<file path="src/rtl/onehot_pkg.sv">
// ============================================================================
// onehot_pkg : shared sizing helpers for the one-hot stream encoder. Rev 1.0
// ============================================================================
`default_nettype none

package onehot_pkg;

  localparam int ONEHOT_N = 16;

  function automatic int clog2(input int value);
    int r;
    int v;
    r = 0;
    v = value - 1;
    while (v > 0) begin
      r = r + 1;
      v = v >> 1;
    end
    return r;
  endfunction

  // Payload is packed as {err, idx}; err sits directly above the index field.
  function automatic int payload_err_pos(input int idx_w);
    return idx_w;
  endfunction

  localparam int ONEHOT_W = clog2(ONEHOT_N);
  localparam int ERR_BIT  = payload_err_pos(ONEHOT_W);

endpackage

`default_nettype wire

</file>
<file path="src/rtl/onehot_enc_core.sv">
// ============================================================================
// onehot_enc_core : combinational priority one-hot to binary encoder. Rev 1.0
// ============================================================================
`default_nettype none

module onehot_enc_core
  import onehot_pkg::*;
#(
  parameter int N         = ONEHOT_N,
  parameter int W         = clog2(N),
  parameter bit MSB_FIRST = 1'b1
) (
  input  logic [N-1:0] onehot,
  output logic [W-1:0] idx,
  output logic         is_zero,
  output logic         is_multi
);

  always_comb begin
    idx = '0;
    if (MSB_FIRST) begin
      for (int i = 0; i < N; i++) begin
        if (onehot[i]) idx = W'(i);
      end
    end else begin
      for (int i = N - 1; i >= 0; i--) begin
        if (onehot[i]) idx = W'(i);
      end
    end
  end

  // Clearing the lowest set bit leaves something behind only for multi-hot.
  assign is_zero  = (onehot == '0);
  assign is_multi = |(onehot & (onehot - N'(1)));

endmodule

`default_nettype wire

</file>
<file path="src/rtl/onehot_enc_stream.sv">
// ============================================================================
// onehot_enc_stream : valid/ready one-hot encoder with skid buffer. Rev 1.0
// ============================================================================
`default_nettype none

module onehot_enc_stream
  import onehot_pkg::*;
#(
  parameter int N         = ONEHOT_N,
  parameter int W         = clog2(N),
  parameter bit MSB_FIRST = 1'b1,
  parameter int ERR_CNT_W = 8
) (
  input  logic                 clk,
  input  logic                 rst_n,
  input  logic                 in_valid,
  output logic                 in_ready,
  input  logic [N-1:0]         onehot,
  output logic                 out_valid,
  input  logic                 out_ready,
  output logic [W-1:0]         bin,
  output logic                 err,
  output logic [ERR_CNT_W-1:0] err_count,
  input  logic                 err_clr
);

  localparam int                   EP      = payload_err_pos(W);
  localparam logic [ERR_CNT_W-1:0] CNT_MAX = '1;

  logic [W-1:0] enc_idx;
  logic         enc_zero;
  logic         enc_multi;
  logic         enc_err;
  logic [W:0]   in_pay;

  onehot_enc_core #(
    .N         (N),
    .W         (W),
    .MSB_FIRST (MSB_FIRST)
  ) u_core (
    .onehot   (onehot),
    .idx      (enc_idx),
    .is_zero  (enc_zero),
    .is_multi (enc_multi)
  );

  assign enc_err = enc_zero | enc_multi;
  assign in_pay  = {enc_err, enc_idx};

  logic                 skid_valid_q, skid_valid_d;
  logic [W:0]           skid_pay_q,   skid_pay_d;
  logic                 out_valid_q,  out_valid_d;
  logic [W:0]           out_pay_q,    out_pay_d;
  logic [ERR_CNT_W-1:0] err_count_q,  err_count_d;

  logic in_xfer;
  logic out_free;

  assign in_ready = !skid_valid_q;
  assign in_xfer  = in_valid & in_ready;
  assign out_free = !out_valid_q | out_ready;

  always_comb begin
    skid_valid_d = skid_valid_q;
    skid_pay_d   = skid_pay_q;
    out_valid_d  = out_valid_q;
    out_pay_d    = out_pay_q;
    if (out_free) begin
      // Skid entry is older than anything arriving now, so it goes first.
      if (skid_valid_q) begin
        out_pay_d    = skid_pay_q;
        out_valid_d  = 1'b1;
        skid_valid_d = in_xfer;
        if (in_xfer) skid_pay_d = in_pay;
      end else begin
        out_valid_d = in_xfer;
        if (in_xfer) out_pay_d = in_pay;
      end
    end else if (in_xfer) begin
      skid_valid_d = 1'b1;
      skid_pay_d   = in_pay;
    end
  end

  always_comb begin
    err_count_d = err_count_q;
    if (err_clr) begin
      err_count_d = (in_xfer && enc_err) ? ERR_CNT_W'(1) : '0;
    end else if (in_xfer && enc_err && (err_count_q != CNT_MAX)) begin
      err_count_d = err_count_q + ERR_CNT_W'(1);
    end
  end

  always_ff @(posedge clk) begin
    if (!rst_n) begin
      skid_valid_q <= 1'b0;
      skid_pay_q   <= '0;
      out_valid_q  <= 1'b0;
      out_pay_q    <= '0;
      err_count_q  <= '0;
    end else begin
      skid_valid_q <= skid_valid_d;
      skid_pay_q   <= skid_pay_d;
      out_valid_q  <= out_valid_d;
      out_pay_q    <= out_pay_d;
      err_count_q  <= err_count_d;
    end
  end

  assign out_valid = out_valid_q;
  assign bin       = out_pay_q[W-1:0];
  assign err       = out_pay_q[EP];
  assign err_count = err_count_q;

endmodule

`default_nettype wire

</file>
<file path="config.mk">
export PLATFORM = sky130hd
export DESIGN_NAME = onehot_enc_stream
export DESIGN_NICKNAME = d
export VERILOG_FILES = /design/src/rtl/onehot_pkg.sv /design/src/rtl/onehot_enc_core.sv /design/src/rtl/onehot_enc_stream.sv
export SDC_FILE = /design/constraint.sdc
export NUM_CORES = 1
export LEC_CHECK = 0
export ABC_AREA = 0
export CAP_MARGIN = 15
export CORE_ASPECT_RATIO = 1.75
export CORE_MARGIN = 1
export CORE_UTILIZATION = 50
export DETAILED_ROUTE_END_ITERATION = 16
export PLACE_DENSITY_LB_ADDON = 0.25
export SYNTH_ARGS = -nofsm -noshare
export SYNTH_HDL_FRONTEND = slang
export SYNTH_HIERARCHICAL = 1
export SYNTH_SLANG_ARGS = --single-unit
</file>
<file path="constraint.sdc">
create_clock -name clk -period 7.3 [get_ports clk]
set_input_delay 0.73 -clock clk [delete_from_list [all_inputs] [get_ports clk]]
set_output_delay 0.73 -clock clk [all_outputs]
set_load 0.01 [all_outputs]
</file>
=== After elaboration in Yosys (flattened, before gate mapping) ===
Cells that the tools add are included.

* Bits in read-only memories: 0
* Register bits: 20
* Output and inout port bits: 15
* Logic and storage cells: 50
* Latch bits: 0
* Memory bits (writable): 0
* Input bits: 21
* Memories kept: 0

* Shift-type cells: 0
* Multipliers: 0
* Div/mod/pow operators: 0
* Bitwise operators: 4
* Reductions and logical operators: 10
* Eq/ne operators: 2
* Mux-type cells: 27
* Add/subtract/negate cells: 2
* Magnitude comparators: 0

{| class="wikitable"
|+ Operator list
! kind !! count
|-
| 2-to-1 mux 4 bit || 8
|-
| 2-to-1 mux 5 bit || 5
|-
| bitwise AND 16 bit || 1
|-
| logical NOT 16 bit || 1
|-
| 2-to-1 mux 8 bit || 2
|-
| OR reduction 16 bit || 1
|-
| subtractor 16 x 1 -> 16 bit (second input constant) || 1
|-
| 2-to-1 mux 3 bit || 4
|-
| adder 8 x 1 -> 8 bit (second input constant) || 1
|-
| inequality test 8 bit (second input constant) || 1
|-
| 2-to-1 mux 1 bit || 6
|-
| nonzero test 2 bit || 3
|-
| 2-to-1 mux 2 bit || 2
|-
| logical AND 1 bit || 2
|-
| logical NOT 1 bit || 2
|-
| inequality test 2 bit (second input constant) || 1
|-
| OR 1 bit || 2
|-
| AND reduction 2 bit || 1
|-
| bitwise AND 1 bit || 1
|}

=== Longest topological paths before layout ===
Gate-level depths: netlist of the first run.

* Depth in word-level cells: 18
* Mapped depth: 9
* Mapped depth without buffers: 9

=== Modules after synthesis ===
The synthesis of the first run kept the hierarchy.

{| class="wikitable"
|+ By module, submodules not included
! module !! area each (um^2) !! instances !! cells each
|-
| onehot_enc_stream || 943.4 || 1 || 100
|-
| onehot_enc_core || 309.0 || 1 || 44
|}

=== Worst setup path after synthesis of the first run ===
OpenSTA, ideal clock, no wires.

* Path kind: input-to-reg
* From: input onehot[2]
* To: register err_count_q[3], in the netlist err_count[3]
* Stages: 9
* Setup time: 116 ps
* Slack: 4383 ps
* Arrival time: 2800 ps
* Data required time: 7184 ps
* Path buffers: 0
* Cells stage by stage: or4_4 nand2b_4 or4_4 o21ai_2 o221ai_2 nor2_1 nor2_2 and2_4 a31o_2

* Longest elaborated chain between the ends: 7
* Elaborated cells between the ends (all ways): 8

{| class="wikitable"
|+ RTL lines
! element !! line !! text
|-
| start: declaration || onehot_enc_stream.sv:18 || <nowiki>input logic [N-1:0] onehot,</nowiki>
|-
| subtractor 16 x 1 -> 16 bit || onehot_enc_core.sv:34 || <nowiki>assign is_multi = |(onehot & (onehot - N'(1)));</nowiki>
|-
| bitwise AND 16 bit (*) || onehot_enc_core.sv:34 ||
|-
| OR reduction 16 bit (*) || onehot_enc_core.sv:34 ||
|-
| named net enc_multi || onehot_enc_stream.sv:32 || <nowiki>logic enc_multi;</nowiki>
|-
| OR 1 bit (*) || onehot_enc_stream.sv:47 || <nowiki>assign enc_err = enc_zero | enc_multi;</nowiki>
|-
| logical AND 1 bit (*) (2 in a row) || onehot_enc_stream.sv:89 || <nowiki>end else if (in_xfer && enc_err && (err_count_q != CNT_MAX)) begin</nowiki>
|-
| nonzero test 2 bit (no line) (*) || -- ||
|-
| end signal: assignment || onehot_enc_stream.sv:106 || <nowiki>err_count_q <= err_count_d;</nowiki>
|-
| end: declaration || onehot_enc_stream.sv:54 || <nowiki>logic [ERR_CNT_W-1:0] err_count_q, err_count_d;</nowiki>
|}

Mark *: on every way through the listed nets, which the timed path passes. The rest lies on a longest branch.
A chain may end at the register's enable or synchronous reset.

=== Worst setup path in the final report of the first run ===
* From: input onehot[3]
* To: register err_count_q[2], in the netlist err_count[2]

Same word-level chain as after synthesis.

==> out/qor.json, run 1 <==
{
  "cts_root_buf": "sky130_fd_sc_hd__clkbuf_8",
  "synthTopCellsByArea": "sky130_fd_sc_hd__dfxtp_1, sky130_fd_sc_hd__mux2i_1, sky130_fd_sc_hd__o211a_1",
  "grt_antenna_before_repair": 0,
  "setup_tns_ns": 0,
  "num-nets-final": 202,
  "end_kind": "flip-flop",
  "post-synth-top-count-cell": "sky130_fd_sc_hd__dfxtp_1",
  "synth_cells": 144,
  "final_min_period_over_clock_period_pct": 46.3,
  "floorplan.initialDensity_pct": 53.7,
  "cts_tree": "yes",
  "synth_sequential_area_ratio_pct": 32.0,
  "clkSlewWorstSetupHoldPaths_ns": 0.08,
  "clockBufferDepth": 2,
  "overflow": 0,
  "timing.max_cap.violations": 0,
  "clock.fmax_mhz": 296,
  "ys_async_sr_fraction_pct": 0,
  "globalRouteTotalUtil_pct": 26.2,
  "port_buffers": 35,
  "worst_hold_startpoint": "out_pay_q[2]",
  "net-switching-power_mw": 0.0642,
  "worst_slew_pin_slew_ns": 0.628,
  "drc": 0,
  "grt_first_pass_wirelength_mm": 5.06,
  "proportion_of_power_drawn_by_flip_flops_and_latches_pct": 42.1,
  "worst_hold_margin_ns": 0.507,
  "drive_above_1_share_pct": 11.2,
  "rsz0062_at_grt": "no",
  "setup_violations": 0,
  "synth_nets": 166,
  "floorplan.die.height_um": 68.2,
  "clock_sink_total": 20,
  "yosysTopAreaCell": "sky130_fd_sc_hd__dfxtp_1",
  "finalMaxSlewViolations": 0,
  "num_antenna_cells": 0,
  "power.combinational.fraction_pct": 17.6,
  "die-area_mm2": 0.00272,
  "cp_data_arrival_time_ns": 3.58,
  "p_per_area_mw_per_mm2": 165,
  "io_pins": 36,
  "dieWidth_um": 39.8,
  "grt_start_max_net_pins": 17,
  "yosys_warnings": 6,
  "worst_hold_path_type": "flip-flop to flip-flop",
  "synth_cell_type_count": 49,
  "cellInternalPower_mw": 0.213,
  "flow.area_growth_from_synthesis_pct": 34.3,
  "postSynth.topFlopCell": "sky130_fd_sc_hd__dfxtp_1",
  "critPathLaunch": "onehot[3]",
  "detailedRoute.firstIterationViolations": 30,
  "clock_insertion_delay_worst_skew_ns": 0.26,
  "regToRegStartpoint": "err_count[0]",
  "synth_seq_cells": 20,
  "dpl.cell_count": 200,
  "hold_buffers": 0,
  "core-area_mm2": 0.00233,
  "slew_headroom_pct": 57.1,
  "cp-start-kind": "primary input",
  "post_synth_instance_area_mm2": 0.00125,
  "numCtsBuffers": 3,
  "drt_wl_total_mm": 3.09,
  "gpl.final_weighted_congestion": 0.824,
  "criticalPathCategory": "primary input to flip-flop",
  "cellLeakagePower_nw": 0.627,
  "antenna_violating_nets_post_route": 0,
  "power_frac_clock_pct": 40.3,
  "post_cts_buffers": 0,
  "layout_setup_ws_ns": 3.92,
  "detail_route.vias_per_cell": 6.07,
  "status": "completed",
  "synthDominantCellAreaShare_pct": 32.0,
  "synth_area_per_cell_um2": 8.70,
  "placement_rows": 23,
  "power.switching_fraction_pct": 23.2,
  "stdcell_count": 204,
  "post_cts_resize_count": 0,
  "cts_htree_levels": 1,
  "finalHoldViolations": 0,
  "route.vias.total": 1238,
  "worst-path-max-fanout": 9,
  "pre_cts_ws_ns": 3.72,
  "fill_cells": 181,
  "regToRegSetupSlack_ns": 5.50,
  "detailedRoute.firstPassIterationCount": 4,
  "synth_edf_count": 0,
  "finalCriticalPeriod_ns": 3.38,
  "hpwl_mm": 2.48,
  "routedWlPerCell_um": 15.2,
  "first_global_vias": 1228,
  "skew_ns": 0.00228,
  "critPathRequiredTime_ns": 7.51,
  "cell_types_with_the_highest_counts_after_synthesis": "sky130_fd_sc_hd__dfxtp_1, sky130_fd_sc_hd__nand2_1, sky130_fd_sc_hd__nor2_1",
  "ir_drop_mv": 0.168
}
path summary, 6_finish.rpt:
kind	endpoint	depth (start not counted)
setup reg to reg	err_count[5]	5
setup / recovery	err_count[2]	9
hold / removal	out_pay_q[2]	1
hold reg to reg	out_pay_q[2]	1
per-stage QoR:
stage,total power [mW],utilization [%],area [um2]
after CTS,0.278,72.1,1680
final,0.277,72.1,1680
after global placement,0.166,69.1,1610
after global routing,0.286,72.1,1680
after detailed placement,0.168,69.1,1610
after floorplan,0.141,-,1250
flip-flops by register name, indices dropped and copies added (netlist names):
name / count
out_pay_q: 5
skid_pay_q: 5
out_valid: 1
err_count: 8
skid_valid_q: 1
kinds of logic (layout without fill, tap and decap cells):
logic type | Yosys count | after routing | share of synthesized area (%)
flops | 20 | 20 | 32.0
fa+ha+maj | 4 | 4 | 3.40
simple gates | 63 | 63 | 30.0
buf+inv | 10 | 45 | 3.70
mux | 9 | 9 | 7.19
compound gates | 38 | 38 | 23.8
critical path, stage by stage:
cell                              delay (ns)
sky130_fd_sc_hd__clkdlybuf4s50_1        0.49
sky130_fd_sc_hd__or4_4                  0.56
sky130_fd_sc_hd__nand2b_4               0.18
sky130_fd_sc_hd__a2111oi_0              0.52
sky130_fd_sc_hd__o221ai_2               0.18
sky130_fd_sc_hd__nor2_1                 0.33
sky130_fd_sc_hd__nor2_2                 0.15
sky130_fd_sc_hd__a311oi_1               0.32
sky130_fd_sc_hd__a41o_1                 0.13
metal layers:
layer,share of wire [%],up-vias,global-route usage [%]
li1,-,605,-
met1,38,594,25.4
met2,57,33,49.8
met3,3.0,6,3.25
met4,1.9,0,12.9
met5,0,-,0
final cells by class:
type	count	area [um2]	share of cell area [%]
multi-input combinational	114	806	47.9
sequential	20	400	23.8
timing repair buffer	35	350	20.8
clock buffer	3	41.3	2.46
tap	25	31.3	1.86
clock inverter	1	30.0	1.79
inverter	6	22.5	1.34
layout by cell type (no fill, tap or decap), drive strengths merged, types with 2 or more instances in the layout:
cell type / netlist / layout
a21oi: 6 / 6
nand2b: 6 / 6
nor2b: 7 / 7
nand2: 12 / 12
a211oi: 2 / 2
nor2: 14 / 14
a31oi: 3 / 3
a2111oi: 3 / 3
o211a: 5 / 5
nand3b: 2 / 2
o21bai: 2 / 2
and2: 2 / 2
clkbuf: 2 / 3
a31o: 2 / 2
inv: 6 / 6
mux2i: 9 / 9
a311oi: 2 / 2
maj3: 3 / 3
nor4: 3 / 3
and3: 2 / 2
o21ai: 5 / 5
nand3: 2 / 2
dfxtp: 20 / 20
clkdlybuf4s50: 0 / 35
or4: 3 / 3
nor3: 6 / 6
power by group through the flow:
stage,combinational (mW),sequential (mW),clock (mW)
final,0.0488,0.117,0.112
after floorplan,0.0203,0.120,0
after CTS,0.0488,0.117,0.112
after detailed placement,0.0486,0.119,0
after global routing,0.0531,0.117,0.116
after global placement,0.0472,0.119,0
No activity file was read; power rests on OpenSTA's default activity.
==> run 2: changes to the inputs <==
CORE_UTILIZATION = 47   (was 50)
clock period = 3.25 ns   (was 7.3 ns; I/O delays follow)
==> run 2 against run 1 <==
  * Critical path depth is 1 higher
  * Sequential share of layout area is 0.12 points lower
  * Clock-buffer cell count stayed put
==> out/qor.json, run 2 (same netlist as run 1, synthesis figures left out) <==
{
  "status": "completed",
  "rsz0062_at_grt": "no",
  "setup_violations": 0,
  "finalMaxSlewViolations": 0,
  "end_kind": "flip-flop",
  "worst-path-max-fanout": 9,
  "route.vias.total": 1247,
  "utilization_pct": 67.0,
  "crit-reg2reg-capture": "err_count[5]",
  "antenna_violating_nets_post_route": 0,
  "placement_rows": 24,
  "detailedRoute.firstIterationViolations": 25,
  "numCtsBuffers": 3,
  "io_pins": 36,
  "layout_setup_ws_ns": 0.497,
  "clock.fmax_mhz": 363,
  "port_buffers": 35,
  "final_common_cell": "sky130_fd_sc_hd__clkdlybuf4s50_1",
  "floorplan.die.height_um": 70.3,
  "worst_hold_path_type": "flip-flop to flip-flop",
  "hpwl_mm": 2.41,
  "grt_start_max_net_pins": 17,
  "num-nets-final": 203,
  "cp_data_arrival_time_ns": 2.93,
  "hold_end": "out_pay_q[0]",
  "detailedRoute.firstPassIterationCount": 9,
  "drc": 0,
  "worst_hold_stages": 1,
  "setup_tns_ns": 0,
  "max_ffs_per_register": 8,
  "globalRouteTotalUtil_pct": 23.7,
  "detail_route.vias_per_cell": 6.05,
  "critPathLaunch": "onehot[3]",
  "drt_wl_total_mm": 3.15,
  "worst_hold_startpoint": "out_pay_q[0]",
  "post_cts_resize_count": 0,
  "clock_sink_total": 20,
  "routedWlPerCell_um": 15.3,
  "final_min_period_over_clock_period_pct": 84.7,
  "worst_slew_pin_slew_ns": 0.508,
  "num_antenna_cells": 0,
  "hold_buffers": 0,
  "post_cts_buffers": 0,
  "skew_ns": 0.00457,
  "cp-start-kind": "primary input",
  "overflow": 0,
  "die-area_mm2": 0.00288,
  "dieWidth_um": 41.0,
  "core-area_mm2": 0.00252,
  "first_global_vias": 1146,
  "finalHoldViolations": 0,
  "criticalPathCategory": "primary input to flip-flop",
  "ir_drop_mv": 0.220,
  "timing.max_cap.violations": 0,
  "r2r.worst_path.cells": 5,
  "clockBufferDepth": 2,
  "pre_cts_ws_ns": 0.241,
  "grt_first_pass_wirelength_mm": 4.92,
  "p_per_area_mw_per_mm2": 368,
  "floorplan.initialDensity_pct": 49.7,
  "finalCriticalPeriod_ns": 2.75,
  "grt_antenna_before_repair": 0,
  "clkSlewWorstSetupHoldPaths_ns": 0.08,
  "fin_area_mm2": 0.00169,
  "most-common-layout-cells": "sky130_fd_sc_hd__clkdlybuf4s50_1, sky130_fd_sc_hd__dfxtp_1, sky130_fd_sc_hd__nor2_1, sky130_fd_sc_hd__nand2_1, sky130_fd_sc_hd__mux2i_1",
  "cts_root_buf": "sky130_fd_sc_hd__clkbuf_8",
  "placement.cell_area_mm2": 0.00162,
  "clock_insertion_delay_worst_skew_ns": 0.26,
  "cts_tree": "yes",
  "flow.area_growth_from_synthesis_pct": 35.0,
  "slew_headroom_pct": 65.3,
  "cellLeakagePower_nw": 0.632,
  "fill_cells": 220,
  "regToRegSetupSlack_ns": 1.43,
  "worst_hold_margin_ns": 0.501,
  "critPathRequiredTime_ns": 3.42,
  "regToRegStartpoint": "err_count[0]",
  "gpl.final_weighted_congestion": 0.812,
  "cts_htree_levels": 1,
  "drive_above_1_share_pct": 11.7
}
-- run 2: cell count changes in the layout (fill, tap and decap cells not counted) --
| cell | before | now |
|---|---|---|
| sky130_fd_sc_hd__buf_4 | 0 | 1 |
-- run 2: worst max-delay path by stage --
| stage | end | slack (ns) | cells past startpoint |
|---|---|---|---|
| finish | err_count[5] | 0.50 | 10 |
| global route | err_count[4] | 0.33 | 11 |
| CTS | err_count[5] | 0.50 | 10 |
| detailed placement | err_count[5] | 0.24 | 10 |
| global placement | err_count[7] | 0.32 | 10 |
| floorplan | err_count[3] | 0.74 | 9 |
-- run 2: worst max-delay path, cell delays in order --
cell and delay, ns:
sky130_fd_sc_hd__clkdlybuf4s50_1 0.48, sky130_fd_sc_hd__or4_4 0.55, sky130_fd_sc_hd__nand2b_4 0.18, sky130_fd_sc_hd__or4_4 0.52, sky130_fd_sc_hd__o21ai_2 0.08, sky130_fd_sc_hd__o221ai_2 0.10
sky130_fd_sc_hd__nor2_1 0.18, sky130_fd_sc_hd__nor2_2 0.11, sky130_fd_sc_hd__and2_4 0.18, sky130_fd_sc_hd__a311oi_2 0.22
-- run 2: stage by stage --
step | power (mW) | std cells
floorplan | 0.316 | 144
global placement | 0.373 | 202
CTS | 0.621 | 206
detailed placement | 0.377 | 202
finish | 0.622 | 206
global route | 0.646 | 206
-- run 2: per-layer routing --
metal / track usage (%) / vias to the layer above / part of all wire [%]
met1: 25.0 / 593 / 37
li1: - / 613 / -
met3: 2.22 / 4 / 2.9
met2: 43.2 / 37 / 59
met5: 0 / - / 0
met4: 8.15 / 0 / 1.3
-- run 2: layout make-up --
| cell class | count | area [um2] | share of cell area, % |
|---|---|---|---|
| clock buffer | 3 | 41.3 | 2.44 |
| clock inverter | 1 | 30.0 | 1.78 |
| sequential | 20 | 400 | 23.7 |
| timing repair buffer | 36 | 358 | 21.2 |
| tap | 26 | 32.5 | 1.92 |
| inverter | 6 | 22.5 | 1.33 |
| multi-input combinational | 114 | 806 | 47.7 |
-- run 2: report_power, final --
part	switching, mW	internal (mW)	leakage (nW)
logic	0.0509	0.0586	0.433
registers	0.00689	0.255	0.164
clock network	0.0854	0.164	0.0357
==> run 3: changes to the inputs <==
clock period = 2.68 ns   (was 3.25 ns; I/O delays follow)
==> run 3 against run 2 <==
  * Critical path depth stayed put
  * Critical endpoint is now err_count[7]
  * Global-route usage rose by 0.85 points
  * First-iteration DRC count shrank 40%
==> out/qor.json, run 3 (same netlist as run 1, synthesis figures left out) <==
{
  "hpwl_mm": 2.50,
  "worst_slew_pin_slew_ns": 0.575,
  "multi_input_comb_area_um2": 813,
  "floorplan.die.height_um": 70.3,
  "setup_violations": 0,
  "clock_insertion_delay_worst_skew_ns": 0.26,
  "clockBufferDepth": 2,
  "finalHoldViolations": 0,
  "status": "completed",
  "max_ffs_per_register": 8,
  "regArea_um2": 400,
  "global_route.usage.met3_pct": 0.952,
  "cellLeakagePower_nw": 0.703,
  "io_pins": 36,
  "crit-reg2reg-capture": "err_count[7]",
  "rsz0062_at_grt": "no",
  "drt_wl_total_mm": 3.16,
  "cts_tree": "yes",
  "grt.met2_usage_pct": 48.3,
  "worstSetupEndpoint": "err_count[7]",
  "num-nets-final": 217,
  "clkSlewWorstSetupHoldPaths_ns": 0.08,
  "cp-start-kind": "primary input",
  "slew_headroom_pct": 61.3,
  "most-common-layout-cells": "sky130_fd_sc_hd__clkdlybuf4s50_1, sky130_fd_sc_hd__dfxtp_1, sky130_fd_sc_hd__buf_4, sky130_fd_sc_hd__nand2_1, sky130_fd_sc_hd__nor2_1",
  "final_min_period_over_clock_period_pct": 95.7,
  "layout_setup_ws_ns": 0.116,
  "proportion_of_power_drawn_by_flip_flops_and_latches_pct": 41.4,
  "worst_hold_path_type": "flip-flop to flip-flop",
  "drc": 0,
  "grt_antenna_before_repair": 0,
  "overflow": 0,
  "cts_root_buf": "sky130_fd_sc_hd__clkbuf_8",
  "detail_route.vias_per_cell": 5.91,
  "grt_first_pass_wirelength_mm": 4.98,
  "first_global_vias": 1294,
  "clock.fmax_mhz": 390,
  "finalMaxSlewViolations": 0,
  "fill_cells": 219,
  "die-area_mm2": 0.00288,
  "power.combinational.fraction_pct": 19.2,
  "dieWidth_um": 41.0,
  "post_cts_buffers": 0,
  "gpl.final_weighted_congestion": 0.756,
  "power.switching_fraction_pct": 22.9,
  "floorplan.initialDensity_pct": 49.7,
  "regToRegStartpoint": "err_count[0]",
  "cp_data_arrival_time_ns": 2.72,
  "core-area_mm2": 0.00252,
  "max_stage_delay_ns": 0.55,
  "setup_tns_ns": 0,
  "hold_buffers": 0,
  "critPathRequiredTime_ns": 2.84,
  "busiest_grt_layer": "met2",
  "cts_htree_levels": 1,
  "worst-path-max-fanout": 8,
  "ir_drop_mv": 0.241,
  "clock_sink_total": 20,
  "regToRegSetupSlack_ns": 0.86,
  "net-switching-power_mw": 0.176,
  "detailedRoute.firstIterationViolations": 15,
  "numCtsBuffers": 3,
  "final_common_cell": "sky130_fd_sc_hd__clkdlybuf4s50_1",
  "finalCriticalPeriod_ns": 2.56,
  "drive_above_1_share_pct": 19.1,
  "r2r.worst_path.cells": 5,
  "critical_path_cell_list": "clkdlybuf4s50_1, or4_4, nand2b_4, or4_4, o21ai_2, o221ai_2, nor2_2, nor2_2, and2_4, a31o_2",
  "p_per_area_mw_per_mm2": 426,
  "skew_ns": 0.00348,
  "grtUsageMet1_pct": 20.5,
  "flow.area_growth_from_synthesis_pct": 44.0,
  "criticalPathCategory": "primary input to flip-flop",
  "end_kind": "flip-flop",
  "globalRouteTotalUtil_pct": 24.5,
  "grt_start_max_net_pins": 17,
  "detailedRoute.firstPassIterationCount": 4,
  "cellInternalPower_mw": 0.592,
  "power_frac_clock_pct": 39.4,
  "num_antenna_cells": 0,
  "route.vias.total": 1301,
  "timing.critical_path.slowest_stage_cell": "sky130_fd_sc_hd__or4_4",
  "critPathLaunch": "onehot[2]",
  "timing.max_cap.violations": 0,
  "antenna_violating_nets_post_route": 0,
  "placement_rows": 24,
  "routedWlPerCell_um": 14.4,
  "port_buffers": 35,
  "pre_cts_ws_ns": -0.203
}
==> run 3: critical path, delay by kind of cell <==
kind,cells,cell delay [ns]
and+or+nand+nor,6,1.65
buffers and inverters,1,0.42
AOI/OAI and AO/OA,3,0.38
==> run 3: metrics by stage <==
| step | hold slack, ns | instances | util [%] | power, mW | instance area [um2] |
|---|---|---|---|---|---|
| finish | 0.501 | 220 | 71.5 | 0.768 | 1800 |
| global route | 0.526 | 220 | 71.5 | 0.795 | 1800 |
| CTS | 0.504 | 220 | 71.2 | 0.774 | 1800 |
| detailed placement | 0.486 | 216 | 68.4 | 0.472 | 1720 |
| global placement | 0.481 | 216 | 68.4 | 0.466 | 1720 |
| floorplan | 0.418 | 144 | - | 0.383 | 1250 |
==> run 3: cell type report <==
type / count / share of cell area [%]
multi-input combinational: 114 / 45.1
timing repair buffer: 50 / 25.7
sequential: 20 / 22.2
clock buffer: 3 / 2.29
tap: 26 / 1.80
clock inverter: 1 / 1.67
inverter: 6 / 1.25
==> run 3: timing repair <==
item                       4_1_cts  5_1_grt
hold endpoints to repair         0        0
setup endpoints to repair        0        8
resized for setup                0        3
==> run 3: worst min path at each step <==
stage | to | start | cells after the start | slack (ns)
2_1_floorplan | err_count[0] | rst_n | 2 | 0.42
3_3_place_gp | out_pay_q[0] | out_pay_q[0] | 1 | 0.48
3_5_place_dp | out_pay_q[0] | out_pay_q[0] | 1 | 0.49
4_1_cts | out_pay_q[0] | out_pay_q[0] | 1 | 0.50
5_1_grt | out_pay_q[2] | out_pay_q[2] | 1 | 0.53
6_report | out_pay_q[0] | out_pay_q[0] | 1 | 0.50
==> run 3: layer usage <==
metal	wire length (um)	up-vias
li1	-	639
met1	1130	609
met2	1850	47
met3	107	6
met4	79	0
met5	0	-
==> run 3: power groups by stage <==
stage | clock, mW | sequential [mW] | combinational, mW
2_1_floorplan | 0 | 0.327 | 0.0553
3_3_place_gp | 0 | 0.324 | 0.142
3_5_place_dp | 0 | 0.325 | 0.146
4_1_cts | 0.309 | 0.318 | 0.147
5_1_grt | 0.317 | 0.320 | 0.159
6_report | 0.303 | 0.318 | 0.147
